### config.mk
export PLATFORM = sky130hd
export DESIGN_NAME = interrupt_controller
export DESIGN_NICKNAME = d
export VERILOG_FILES = /design/src/rtl/interrupt_controller_pkg.sv /design/src/rtl/interrupt_timer.sv /design/src/rtl/interrupt_controller.sv
export SDC_FILE = /design/constraint.sdc
export NUM_CORES = 1
export LEC_CHECK = 0
export BUFFER_PORTS_ARGS = -buffer_cell sky130_fd_sc_hd__buf_2
export CORE_ASPECT_RATIO = 0.7
export CORE_MARGIN = 1
export CORE_UTILIZATION = 40
export CTS_BUF_LIST = sky130_fd_sc_hd__clkbuf_8
export CTS_CLUSTER_DIAMETER = 150
export CTS_CLUSTER_SIZE = 16
export DETAILED_ROUTE_END_ITERATION = 8
export GPL_TIMING_DRIVEN = 1
export SYNTH_ARGS = -nofsm -noshare
export SYNTH_HDL_FRONTEND = slang
export SYNTH_SLANG_ARGS = --single-unit
export TNS_END_PERCENT = 30
### constraint.sdc
create_clock -name clk -period 2.3 [get_ports clk]
set_clock_uncertainty 0.1 [all_clocks]
set_input_delay 0.46 -clock clk [delete_from_list [all_inputs] [get_ports clk]]
set_output_delay 0.46 -clock clk [all_outputs]
set_load 0.02 [all_outputs]
### src/rtl/interrupt_controller_pkg.sv
// Shared trap-class encodings, also used by the interrupt vector address generator.
package interrupt_controller_pkg;

  typedef enum logic [2:0] {
    TRAP_NMI    = 3'd0,
    TRAP_ECALL  = 3'd1,
    TRAP_EBREAK = 3'd2,
    TRAP_TMR    = 3'd3,
    TRAP_INT    = 3'd4
  } trap_sel_e;

endpackage

### src/rtl/interrupt_timer.sv
// Machine timer: free-running counter with compare.
// A match clears the counter and produces a one-cycle match pulse.
module interrupt_timer #(
  parameter int TMR_W = 32
) (
  input  logic             clk_i,
  input  logic             rst_i,
  input  logic             en_i,
  input  logic             we_i,
  input  logic [TMR_W-1:0] wdata_i,
  output logic [TMR_W-1:0] cnt_o,
  output logic             match_o
);

  logic [TMR_W-1:0] cnt_q, cnt_d;
  logic [TMR_W-1:0] cmp_q, cmp_d;

  // A compare load restarts the count and suppresses a match in the same cycle.
  always_comb begin
    cnt_d   = cnt_q;
    cmp_d   = cmp_q;
    match_o = en_i & ~we_i & (cnt_q == cmp_q);
    if (we_i) begin
      cmp_d = wdata_i;
      cnt_d = '0;
    end else if (match_o) begin
      cnt_d = '0;
    end else if (en_i) begin
      cnt_d = cnt_q + TMR_W'(1);
    end
  end

  always_ff @(posedge clk_i) begin
    if (rst_i) begin
      cnt_q <= '0;
      cmp_q <= '1;
    end else begin
      cnt_q <= cnt_d;
      cmp_q <= cmp_d;
    end
  end

  assign cnt_o = cnt_q;

endmodule

### src/rtl/interrupt_controller.sv
// Trap collector/prioritiser for the RV32IC core: latches trap events, issues one
// held request until taken, then tracks the in-service handler until mret.
module interrupt_controller
  import interrupt_controller_pkg::*;
#(
  parameter int NUM_IRQ = 8,
  parameter int TMR_W   = 32
) (
  input  logic               clk,
  input  logic               rst,
  input  logic               nmi,
  input  logic               ecall,
  input  logic               ebreak,
  input  logic [NUM_IRQ-1:0] irq,
  input  logic [NUM_IRQ-1:0] irq_en,
  input  logic               gie,
  input  logic               tmr_en,
  input  logic               tmr_we,
  input  logic [TMR_W-1:0]   tmr_wdata,
  input  logic               take,
  input  logic               mret,
  output logic               interruptF,
  output logic [2:0]         interSel,
  output logic [2:0]         intNum,
  output logic               in_service,
  output logic [TMR_W-1:0]   tmr_cnt
);

  typedef enum logic [1:0] {
    ST_IDLE    = 2'd0,
    ST_REQ     = 2'd1,
    ST_SERVICE = 2'd2
  } state_e;

  state_e             state_q, state_d;
  logic [2:0]         sel_q, sel_d;
  logic [2:0]         num_q, num_d;
  logic [3:0]         pend_q, pend_d;   // indexed by trap class NMI..TMR
  logic [3:0]         pend_set, pend_clr;
  logic               nmi_prev_q;
  logic [NUM_IRQ-1:0] irq_q;
  logic [NUM_IRQ-1:0] elig;
  logic               tmr_match;
  logic               win_vld;
  logic [2:0]         win_sel;
  logic [2:0]         win_num;

  interrupt_timer #(.TMR_W(TMR_W)) u_timer (
    .clk_i   (clk),
    .rst_i   (rst),
    .en_i    (tmr_en),
    .we_i    (tmr_we),
    .wdata_i (tmr_wdata),
    .cnt_o   (tmr_cnt),
    .match_o (tmr_match)
  );

  assign elig = irq_q & irq_en & {NUM_IRQ{gie}};

  always_comb begin
    win_vld = 1'b1;
    win_sel = TRAP_NMI;
    win_num = '0;
    if (pend_q[0]) begin
      win_sel = TRAP_NMI;
    end else if (pend_q[1]) begin
      win_sel = TRAP_ECALL;
    end else if (pend_q[2]) begin
      win_sel = TRAP_EBREAK;
    end else if (pend_q[3] && gie) begin
      win_sel = TRAP_TMR;
    end else if (|elig) begin
      win_sel = TRAP_INT;
      // Descending scan so the lowest eligible index is the last written.
      for (int n = NUM_IRQ - 1; n >= 0; n--) begin
        if (elig[n]) win_num = 3'(n);
      end
    end else begin
      win_vld = 1'b0;
    end
  end

  always_comb begin
    state_d  = state_q;
    sel_d    = sel_q;
    num_d    = num_q;
    pend_clr = '0;
    case (state_q)
      ST_IDLE: begin
        if (win_vld) begin
          state_d = ST_REQ;
          sel_d   = win_sel;
          num_d   = win_num;
        end
      end
      ST_REQ: begin
        if (take) begin
          state_d = ST_SERVICE;
          if (sel_q != TRAP_INT) pend_clr[sel_q[1:0]] = 1'b1;
        end
      end
      ST_SERVICE: begin
        if (mret) state_d = ST_IDLE;
      end
      default: state_d = ST_IDLE;
    endcase
  end

  // Set terms are OR-ed after the clear so a coincident event is never lost.
  assign pend_set = {tmr_match, ebreak, ecall, nmi & ~nmi_prev_q};
  assign pend_d   = (pend_q & ~pend_clr) | pend_set;

  always_ff @(posedge clk) begin
    if (rst) begin
      state_q    <= ST_IDLE;
      sel_q      <= '0;
      num_q      <= '0;
      pend_q     <= '0;
      nmi_prev_q <= 1'b0;
      irq_q      <= '0;
    end else begin
      state_q    <= state_d;
      sel_q      <= sel_d;
      num_q      <= num_d;
      pend_q     <= pend_d;
      nmi_prev_q <= nmi;
      irq_q      <= irq;
    end
  end

  assign interruptF = (state_q == ST_REQ);
  assign in_service = (state_q == ST_SERVICE);
  assign interSel   = sel_q;
  assign intNum     = num_q;

endmodule

==> impl_metrics.yaml, run 1 <==
power_and_ir_drop:
  p_sw_share_pct: 24.4
  p_switching_w: 0.000731
  power.internal_w: 0.00226
  power_density_nw_per_um2: 636
  peakVddDrop_v: 0.000390
  pwr-share-clk_pct: 37.3
  p_comb_share_pct: 9.9
  seqPwrFrac_pct: 52.8
  p_leak_nw: 2.02
  p_total_w: 0.00299
cts:
  cts_htree_levels: 3
  postCtsResizedCells: 0
  cts_hold_buf: 0
  clk_latency_ns: 0.36
  path_clk_slew_ns: 0.09
  cts_buffers: 9
  postCtsSetupBuffers: 0
  cts-root-buf: "clkbuf_8"
  clockBufferDepth: 2
  cts.sinks: 85
  cts_tree: "done"
setup_path:
  required_ns: 2.45
  path_max_fanout: 32
  cp-end-kind: "flip-flop"
  startpoint_type: "flip-flop"
  critPathKind: "reg2reg"
  crit_slowest_cell: "dfxtp_1"
  worst-path-buf-inv: 1
  max_stage_delay_ns: 0.50
  crit_start: "u_timer.cnt_o[0]"
  rr_startpoint: "u_timer.cnt_o[0]"
  path_cells: "xor2_1 -> nor4_1 -> nand4_1 -> o31ai_4 -> buf_12 -> nor2_1"
  critPathArrivalTime_ns: 2.15
  cp_top_family: "simple AND/OR/NAND/NOR gates"
timing:
  max_slew_margin_pct: 58.3
  setup_viol: 0
  hold_viol_final: 0
  timing.final.max_slew_violations: 0
  worst_pin_slew_ns: 0.626
  rsz0062_at_grt: "no"
  fin_crit_ns: 2.00
  layout_worst_path_cycle_share_pct: 87.0
  tns_ns: 0
  fmax_mhz: 500
drt:
  viasPerCell: 5.04
  drt_pass1_iterations: 4
  drtIter0Drc: 206
  vias: 3188
  drt-total-wl_mm: 9.94
  top_layer: "met4"
  wl_per_cell_um: 15.7
  met2_length_mm: 4.01
  route.detailed.drc: 0
  wl_met1_mm: 5.28
  final_antenna_net_count: 0
  route.met3.wl_um: 551
placement:
  dp_hpwl_mm: 7.44
  gp_congestion: 0.807
  numPortBuffers: 97
  post_dp_cell_area_um2: 4500
  placed_cells: 617
die:
  fp-row-count: 29
  die_w_um: 119
  io_pins: 98
  initial_core_util_pct: 41.8
  fp.dieH_um: 84.1
  dieArea_um2: 10000
  core_region_area_um2: 9220
final_layout:
  final_util_pct: 51.1
  layout_commonest_cell: "buf_2"
  finalNetCount: 563
  layout-drive-gt1-share_pct: 26.7
  syn_to_final_growth_pct: 22.4
  fin_area_um2: 4710
  final_cell_mix: "buf_2 (97), dfxtp_1 (85), xor2_1 (53)"
  final_cell_count_no_fill: 633
  insertedDiodeCount: 0
global_routing:
  grt_start_max_net_pins: 66
  grt_overflow: 0
  grt_pass1_vias: 3042
  track_usage_pct: 20.4
  grt_first_pass_wirelength_mm: 15.7
  antenna_found_initial: 0
synth:
  synth_edf_count: 0
  ys_warn_count: 0
  ys_async_sr_fraction_pct: 0
  synth_ff_type: "dfxtp_1"
  synth-seq-area-share_pct: 44.2
  ys_ff_latch: 85
  synth_cells: 403
  avgSynthCellArea_um2: 9.55
  syn-num-nets: 462
  synth.cell_area_um2: 3850
  synth_cell_types: 46
flow_run:
  cap_viol_max_count: 0
min_path:
  hold_start: "tmr_wdata[15]"
  hp-class: "in2reg"
status:
  status: "complete, no violations"
state kept, by name, summed over array words and instances (netlist names):
signal	cells
u_timer.cmp_q	32
u_timer.cnt_o	32
irq_q	8
pend_q	4
intNum	3
interSel	3
state_q	2
nmi_prev_q	1
cells in the mapped netlist (7+ instances only):
master / instances / area [um^2]
nand2_1: 23 / 86.3
nor2b_1: 43 / 269
a22o_1: 7 / 61.3
xnor2_1: 9 / 78.8
a211o_1: 32 / 280
clkbuf_1: 10 / 37.5
nor2_1: 42 / 158
nand3_1: 16 / 80.1
dfxtp_1: 85 / 1700
nor4_1: 8 / 50.1
a21oi_1: 9 / 45.0
xor2_1: 53 / 464
nand4_1: 13 / 81.3
logic make-up after synthesis:
| group | Yosys count | share of synthesized area [%] |
|---|---|---|
| fa+ha+maj | 1 | 0.325 |
| compound gates | 62 | 13.5 |
| flops | 85 | 44.2 |
| simple gates | 171 | 24.9 |
| xor+xnor | 62 | 14.1 |
| buf+inv | 21 | 2.73 |
| mux | 1 | 0.260 |
metal layers:
| layer | up-vias | GRT usage (%) |
|---|---|---|
| li1 | 1610 | - |
| met1 | 1501 | 30.1 |
| met2 | 68 | 28.5 |
| met3 | 9 | 5.53 |
| met4 | 0 | 6.21 |
| met5 | - | 0 |
path summary, 6_finish.rpt:
path	slack [ns]	depth (start not counted)	end
setup / recovery	0.30	6	u_timer.cnt_o[16]
hold / removal	0.20	2	u_timer.cmp_q[15]
setup reg to reg	0.30	6	u_timer.cnt_o[16]
hold reg to reg	0.39	1	intNum[1]
through the flow:
step                      setup WS, ns  hold WS [ns]
after floorplan                  0.427         0.362
after CTS                        0.285         0.180
final                            0.298         0.200
after global routing             0.175         0.190
after detailed placement         0.207         0.366
after global placement           0.253         0.356
power groups by stage:
| stage | registers (W) | logic (W) | clock network [W] |
|---|---|---|---|
| after floorplan | 0.00161 | 0.000186 | 0 |
| after global placement | 0.00161 | 0.000288 | 0 |
| after detailed placement | 0.00161 | 0.000294 | 0 |
| after CTS | 0.00158 | 0.000296 | 0.00115 |
| after global routing | 0.00159 | 0.000327 | 0.00121 |
| final | 0.00158 | 0.000296 | 0.00112 |
area by class of cell:
type,instances,area [um^2]
well taps,124,155
multi-input cells,297,2040
clock inverters,4,46.3
clock buffers,12,165
inverters,1,3.75
fillers,890,4510
flip-flops and latches,85,1700
repair buffers,110,596
Power figures use the tool's default switching activity.
==> inputs of run 2 (changes only) <==
--- a/config.mk
+++ b/config.mk
@@ -5,6 +5,7 @@
 export SDC_FILE = /design/constraint.sdc
 export NUM_CORES = 1
 export LEC_CHECK = 0
+export ABC_AREA = 1
 export BUFFER_PORTS_ARGS = -buffer_cell sky130_fd_sc_hd__buf_2
 export CORE_ASPECT_RATIO = 0.7
 export CORE_MARGIN = 1
==> run 2 against run 1 <==
Effect of this change: clock power decreased by 16%; final cell count rose by 46%; critical path depth grew 3; design area up 11%; hold slack improved by 0.0037 ns; core utilization down 1.6 points; highest routed layer unchanged; critical endpoint is now u_timer.cnt_o[19]; synthesized cell count grew 68%; largest power group unchanged; die area increased by 16%.
==> impl_metrics.yaml, run 2 <==
status:
  status: "complete, no violations"
timing:
  fmax_mhz: 526
  timing.final.max_slew_violations: 0
  layout_worst_path_cycle_share_pct: 82.7
  fin_crit_ns: 1.90
  worst_pin_slew_ns: 0.429
  hold_viol_final: 0
  hold_ws_ns: 0.203
  setup_viol: 0
  max_slew_margin_pct: 71.2
  tns_ns: 0
  rsz0062_at_grt: "no"
final_layout:
  layout_commonest_cell: "nand2_1"
  finalNetCount: 833
  ff_latch_area_um2: 1700
  layout-drive-gt1-share_pct: 17.9
  syn_to_final_growth_pct: 17.4
  final_cell_mix: "nand2_1 (185), inv_1 (97), buf_2 (97)"
  multi_input_area_um2: 2290
  insertedDiodeCount: 0
  fill_cells: 1134
global_routing:
  antenna_found_initial: 0
  grt_util_met2_pct: 32.1
  grt_first_pass_wirelength_mm: 20.7
  track_usage_pct: 23.1
  grt_pass1_vias: 4161
  use_met1_pct: 35.2
  grt_overflow: 0
  grt_start_max_net_pins: 33
  busiest_layer: "met1"
  grt_use_met3_pct: 5.04
setup_path:
  critPathArrivalTime_ns: 2.04
  startpoint_type: "flip-flop"
  max_stage_delay_ns: 0.48
  crit_slowest_cell: "dfxtp_1"
  cp-end-kind: "flip-flop"
  r2r_end: "u_timer.cnt_o[19]"
  path_cells: "nand2_1 -> nand2_1 -> nand3_1 -> nor2_1 -> nand2_1 -> nor2_1 -> nand3_1 -> nand2_4 -> nor2_1"
  worst-r2r-cell-count: 9
  required_ns: 2.44
  rr_startpoint: "u_timer.cnt_o[20]"
  critPathKind: "reg2reg"
  crit_end: "u_timer.cnt_o[19]"
  crit_start: "u_timer.cnt_o[20]"
  r2r_slack_ns: 0.40
  path_max_fanout: 32
cts:
  postCtsResizedCells: 0
  cts_tree: "done"
  cts.sinks: 85
  cts-root-buf: "clkbuf_8"
  cts_htree_levels: 3
  path_clk_slew_ns: 0.08
  clk_latency_ns: 0.36
  postCtsSetupBuffers: 0
  cts_hold_buf: 0
  clockBufferDepth: 2
  cts_buffers: 9
placement:
  numPortBuffers: 97
  gp_congestion: 0.885
  dp_hpwl_mm: 10.1
synth:
  avgSynthCellArea_um2: 6.57
  synth_cells: 679
  yosysTopAreaCell: "dfxtp_1"
  synth.cell_area_um2: 4460
  ys_warn_count: 0
  ys_async_sr_fraction_pct: 0
  yosysMostFrequentCell: "nand2_1"
  synthTopCellsByCount: "nand2_1 (185), inv_1 (96), nor2_1 (91)"
  syn-num-nets: 738
  ys_ff_latch: 85
  synth_edf_count: 0
  synth-seq-area-share_pct: 38.1
  synth_cell_types: 35
  synth_ff_type: "dfxtp_1"
  synth_top_area_share_pct: 38.1
  synth.area.top_cells: "dfxtp_1 (38%), nand2_1 (16%), inv_1 (8.1%)"
min_path:
  min_delay_path_depth: 3
  hold_start: "irq[4]"
  hp-class: "in2reg"
die:
  core_region_area_um2: 10600
  fp.dieH_um: 90.4
  die_w_um: 128
  io_pins: 98
  initial_core_util_pct: 42.1
  fp-row-count: 31
  dieArea_um2: 11600
drt:
  viasPerCell: 4.83
  route.detailed.drc: 0
  drtIter0Drc: 407
  vias: 4465
  final_antenna_net_count: 0
  drt_pass1_iterations: 5
  drt-total-wl_mm: 12.8
  wl_per_cell_um: 13.9
power_and_ir_drop:
  peakVddDrop_v: 0.000225
  p_leak_nw: 2.56
  power_density_nw_per_um2: 544
  p_total_w: 0.00285
flow_run:
  cap_viol_max_count: 0
run 2: power breakdown:
group          switching (W)  leakage, nW  internal (W)
logic               0.000215         1.77      0.000124
clock network       0.000507       0.0922      0.000432
registers          0.0000392        0.698       0.00153
run 2: area by class of cell:
class	count	share of cell area, %
multi-input cells	474	43.7
flip-flops and latches	85	32.5
repair buffers	100	9.70
inverters	104	7.45
well taps	148	3.54
clock buffers	11	2.89
clock inverters	3	0.263
run 2: through the flow:
stage / instance area (um^2) / std cells / util (%) / setup slack (ns)
floorplan: 4460 / 679 / - / 0.561
global placement: 5070 / 911 / 47.9 / 0.385
detailed placement: 5070 / 911 / 47.9 / 0.290
CTS: 5240 / 925 / 49.5 / 0.419
global route: 5240 / 925 / 49.5 / 0.240
finish: 5240 / 925 / 49.5 / 0.399
run 2: worst min path at each step:
stage | endpoint | slack, ns
final | irq_q[4] | 0.20
after global routing | irq_q[0] | 0.18
after CTS | irq_q[4] | 0.19
after detailed placement | pend_q[0] | 0.32
after global placement | pend_q[0] | 0.31
after floorplan | pend_q[0] | 0.31
run 2: cells by family (layout without fill, tap and decap cells):
| kind of cell | after synthesis | in the layout | share of synthesized area, % |
|---|---|---|---|
| XOR/XNOR | 32 | 32 | 6.28 |
| AND/OR/NAND/NOR | 369 | 369 | 36.4 |
| adder cells (fa/ha/maj) | 1 | 1 | 0.280 |
| flip-flops | 85 | 85 | 38.1 |
| AO/OA/AOI/OAI | 72 | 72 | 8.30 |
| buffers and inverters | 120 | 218 | 10.6 |
run 2: routing by layer:
| layer | routed length [um] | vias up |
|---|---|---|
| met3 | 996 | 16 |
| met4 | 164 | 0 |
| met2 | 5160 | 155 |
| met5 | 0 | - |
| met1 | 6520 | 1999 |
| li1 | - | 2295 |
run 2: critical path, delay by kind of cell (launching register included):
| kind | cells | cell delay [ns] |
|---|---|---|
| AND/OR/NAND/NOR | 9 | 1.18 |
| flip-flops | 1 | 0.48 |
==> inputs of run 3 (changes only) <==
==> constraint.sdc (replaced) <==
create_clock -name clk -period 1.73 [get_ports clk]
set_clock_uncertainty 0.1 [all_clocks]
set_input_delay 0.346 -clock clk [delete_from_list [all_inputs] [get_ports clk]]
set_output_delay 0.346 -clock clk [all_outputs]
set_load 0.02 [all_outputs]
==> run 3 against run 2 <==
Effect of this change: maximum frequency rose by 14%; design area rose by 9.2%; hold slack got worse by 0.15 ns; wire length rose by 4.7%; final cell count rose by 4.5%; sequential share of layout area fell by 2.1 points; core utilization rose by 4.5 points; power rose by 38%; critical path type unchanged; critical endpoint is now u_timer.cnt_o[26]; largest power group unchanged; highest routed layer unchanged.
==> impl_metrics.yaml, run 3 (same netlist as run 2, synthesis figures left out) <==
final_layout:
  finalNetCount: 873
  syn_to_final_growth_pct: 28.2
  layout_commonest_cell: "nand2_1"
  fin_area_um2: 5720
  final_cell_mix: "nand2_1 (180), buf_2 (97), inv_1 (94)"
  insertedDiodeCount: 0
  layout-drive-gt1-share_pct: 26.5
power_and_ir_drop:
  power_density_nw_per_um2: 688
  seqPwrFrac_pct: 53.1
  p_sw_share_pct: 29.6
  p_leak_nw: 2.83
  p_total_w: 0.00393
  pwr-share-clk_pct: 34.3
  p_comb_share_pct: 12.6
  p_switching_w: 0.00116
  peakVddDrop_v: 0.000304
  power.internal_w: 0.00277
timing:
  setup_viol: 0
  max_slew_margin_pct: 70.9
  hold_viol_final: 0
  fin_ws_ns: 0.0584
  fin_crit_ns: 1.67
  timing.final.max_slew_violations: 0
  worst_pin_slew_ns: 0.435
  layout_worst_path_cycle_share_pct: 96.6
  fmax_mhz: 598
setup_path:
  path_cells: "buf_4 -> nand2_1 -> nand4_1 -> nor3_2 -> nand3_1 -> nand2_4 -> buf_12 -> nor2_1"
  max_stage_delay_ns: 0.35
  cp-end-kind: "flip-flop"
  crit_slowest_cell: "dfxtp_2"
  path_max_fanout: 13
  startpoint_type: "flip-flop"
  critPathArrivalTime_ns: 1.86
  critPathKind: "reg2reg"
  required_ns: 1.92
global_routing:
  grt_first_pass_wirelength_mm: 21.5
  grt_overflow: 0
  grt_start_max_net_pins: 60
  grt_pass1_vias: 4384
  antenna_found_initial: 0
  track_usage_pct: 24.1
die:
  core_region_area_um2: 10600
  initial_core_util_pct: 42.1
  io_pins: 98
  fp.dieH_um: 90.4
  die_w_um: 128
  dieArea_um2: 11600
  fp-row-count: 31
placement:
  pre_cts_ws_ns: -0.0495
  numPortBuffers: 97
  gp_congestion: 0.930
  post_dp_cell_area_um2: 5410
  dp_hpwl_mm: 10.7
drt:
  wl_per_cell_um: 13.9
  drtIter0Drc: 336
  route.detailed.drc: 0
  viasPerCell: 4.81
  final_antenna_net_count: 0
  drt-total-wl_mm: 13.5
  drt_pass1_iterations: 5
  vias: 4653
cts:
  cts_buffers: 9
  clk_latency_ns: 0.38
  cts.sinks: 85
  cts_htree_levels: 3
  cts_tree: "done"
  clockBufferDepth: 2
  cts-root-buf: "clkbuf_8"
  path_clk_slew_ns: 0.09
status:
  status: "complete, no violations"
flow_run:
  cap_viol_max_count: 0
min_path:
  hp-class: "in2reg"
==> run 3: worst max-delay path: cells and delay by family (launching register included) <==
| kind | cells | cell delay, ns |
|---|---|---|
| and+or+nand+nor | 6 | 0.83 |
| buffers and inverters | 2 | 0.30 |
| DFF | 1 | 0.35 |
==> run 3: area by class of cell <==
type,count,area [um^2]
Clock inverter,7,57.6
Timing Repair Buffer,140,871
Tap cell,148,185
Clock buffer,9,124
Fill cell,1084,4870
Inverter,104,390
Multi-Input combinational cell,474,2350
Sequential cell,85,1740
==> run 3: power by group through the flow <==
stage / sequential [W] / clock [W] / combinational (W)
after CTS: 0.00209 / 0.00138 / 0.000488
after floorplan: 0.00213 / 0 / 0.000284
after detailed placement: 0.00214 / 0 / 0.000487
final: 0.00209 / 0.00135 / 0.000497
after global placement: 0.00213 / 0 / 0.000477
after global routing: 0.00210 / 0.00145 / 0.000559
==> run 3: per-layer routing <==
metal / track usage [%] / share of wire, %
met4: 6.96 / 1.4
met5: 0 / 0
met1: 35.7 / 51
met2: 34.2 / 41
met3: 5.45 / 6.8
==> run 3: final timing paths <==
kind                     startpoint  cells after the start  slack (ns)                end
setup / recovery  u_timer.cnt_o[25]                      8        0.06  u_timer.cnt_o[26]
hold / removal               irq[4]                      3        0.05           irq_q[4]
setup reg to reg  u_timer.cnt_o[25]                      8        0.06  u_timer.cnt_o[26]
hold reg to reg          nmi_prev_q                      1        0.35          pend_q[0]
==> run 3: what timing repair did <==
action                                  in CTS  in global routing
gates resized for setup                      0                 42
hold endpoints to repair                     0                  0
buffers inserted                             0                  2
endpoints found under the setup margin       0                 33
hold buffers                                 0                  0
==> run 3: stage by stage <==
stage	utilization, %	std cells	TNS, ns	hold WS (ns)
final	54.0	967	0	0.0541
after global placement	51.1	949	0	0.313
after floorplan	-	679	0	0.308
after detailed placement	51.1	949	-0.111	0.331
after global routing	54.0	967	-0.215	0.0471
after CTS	52.8	965	0	0.0431
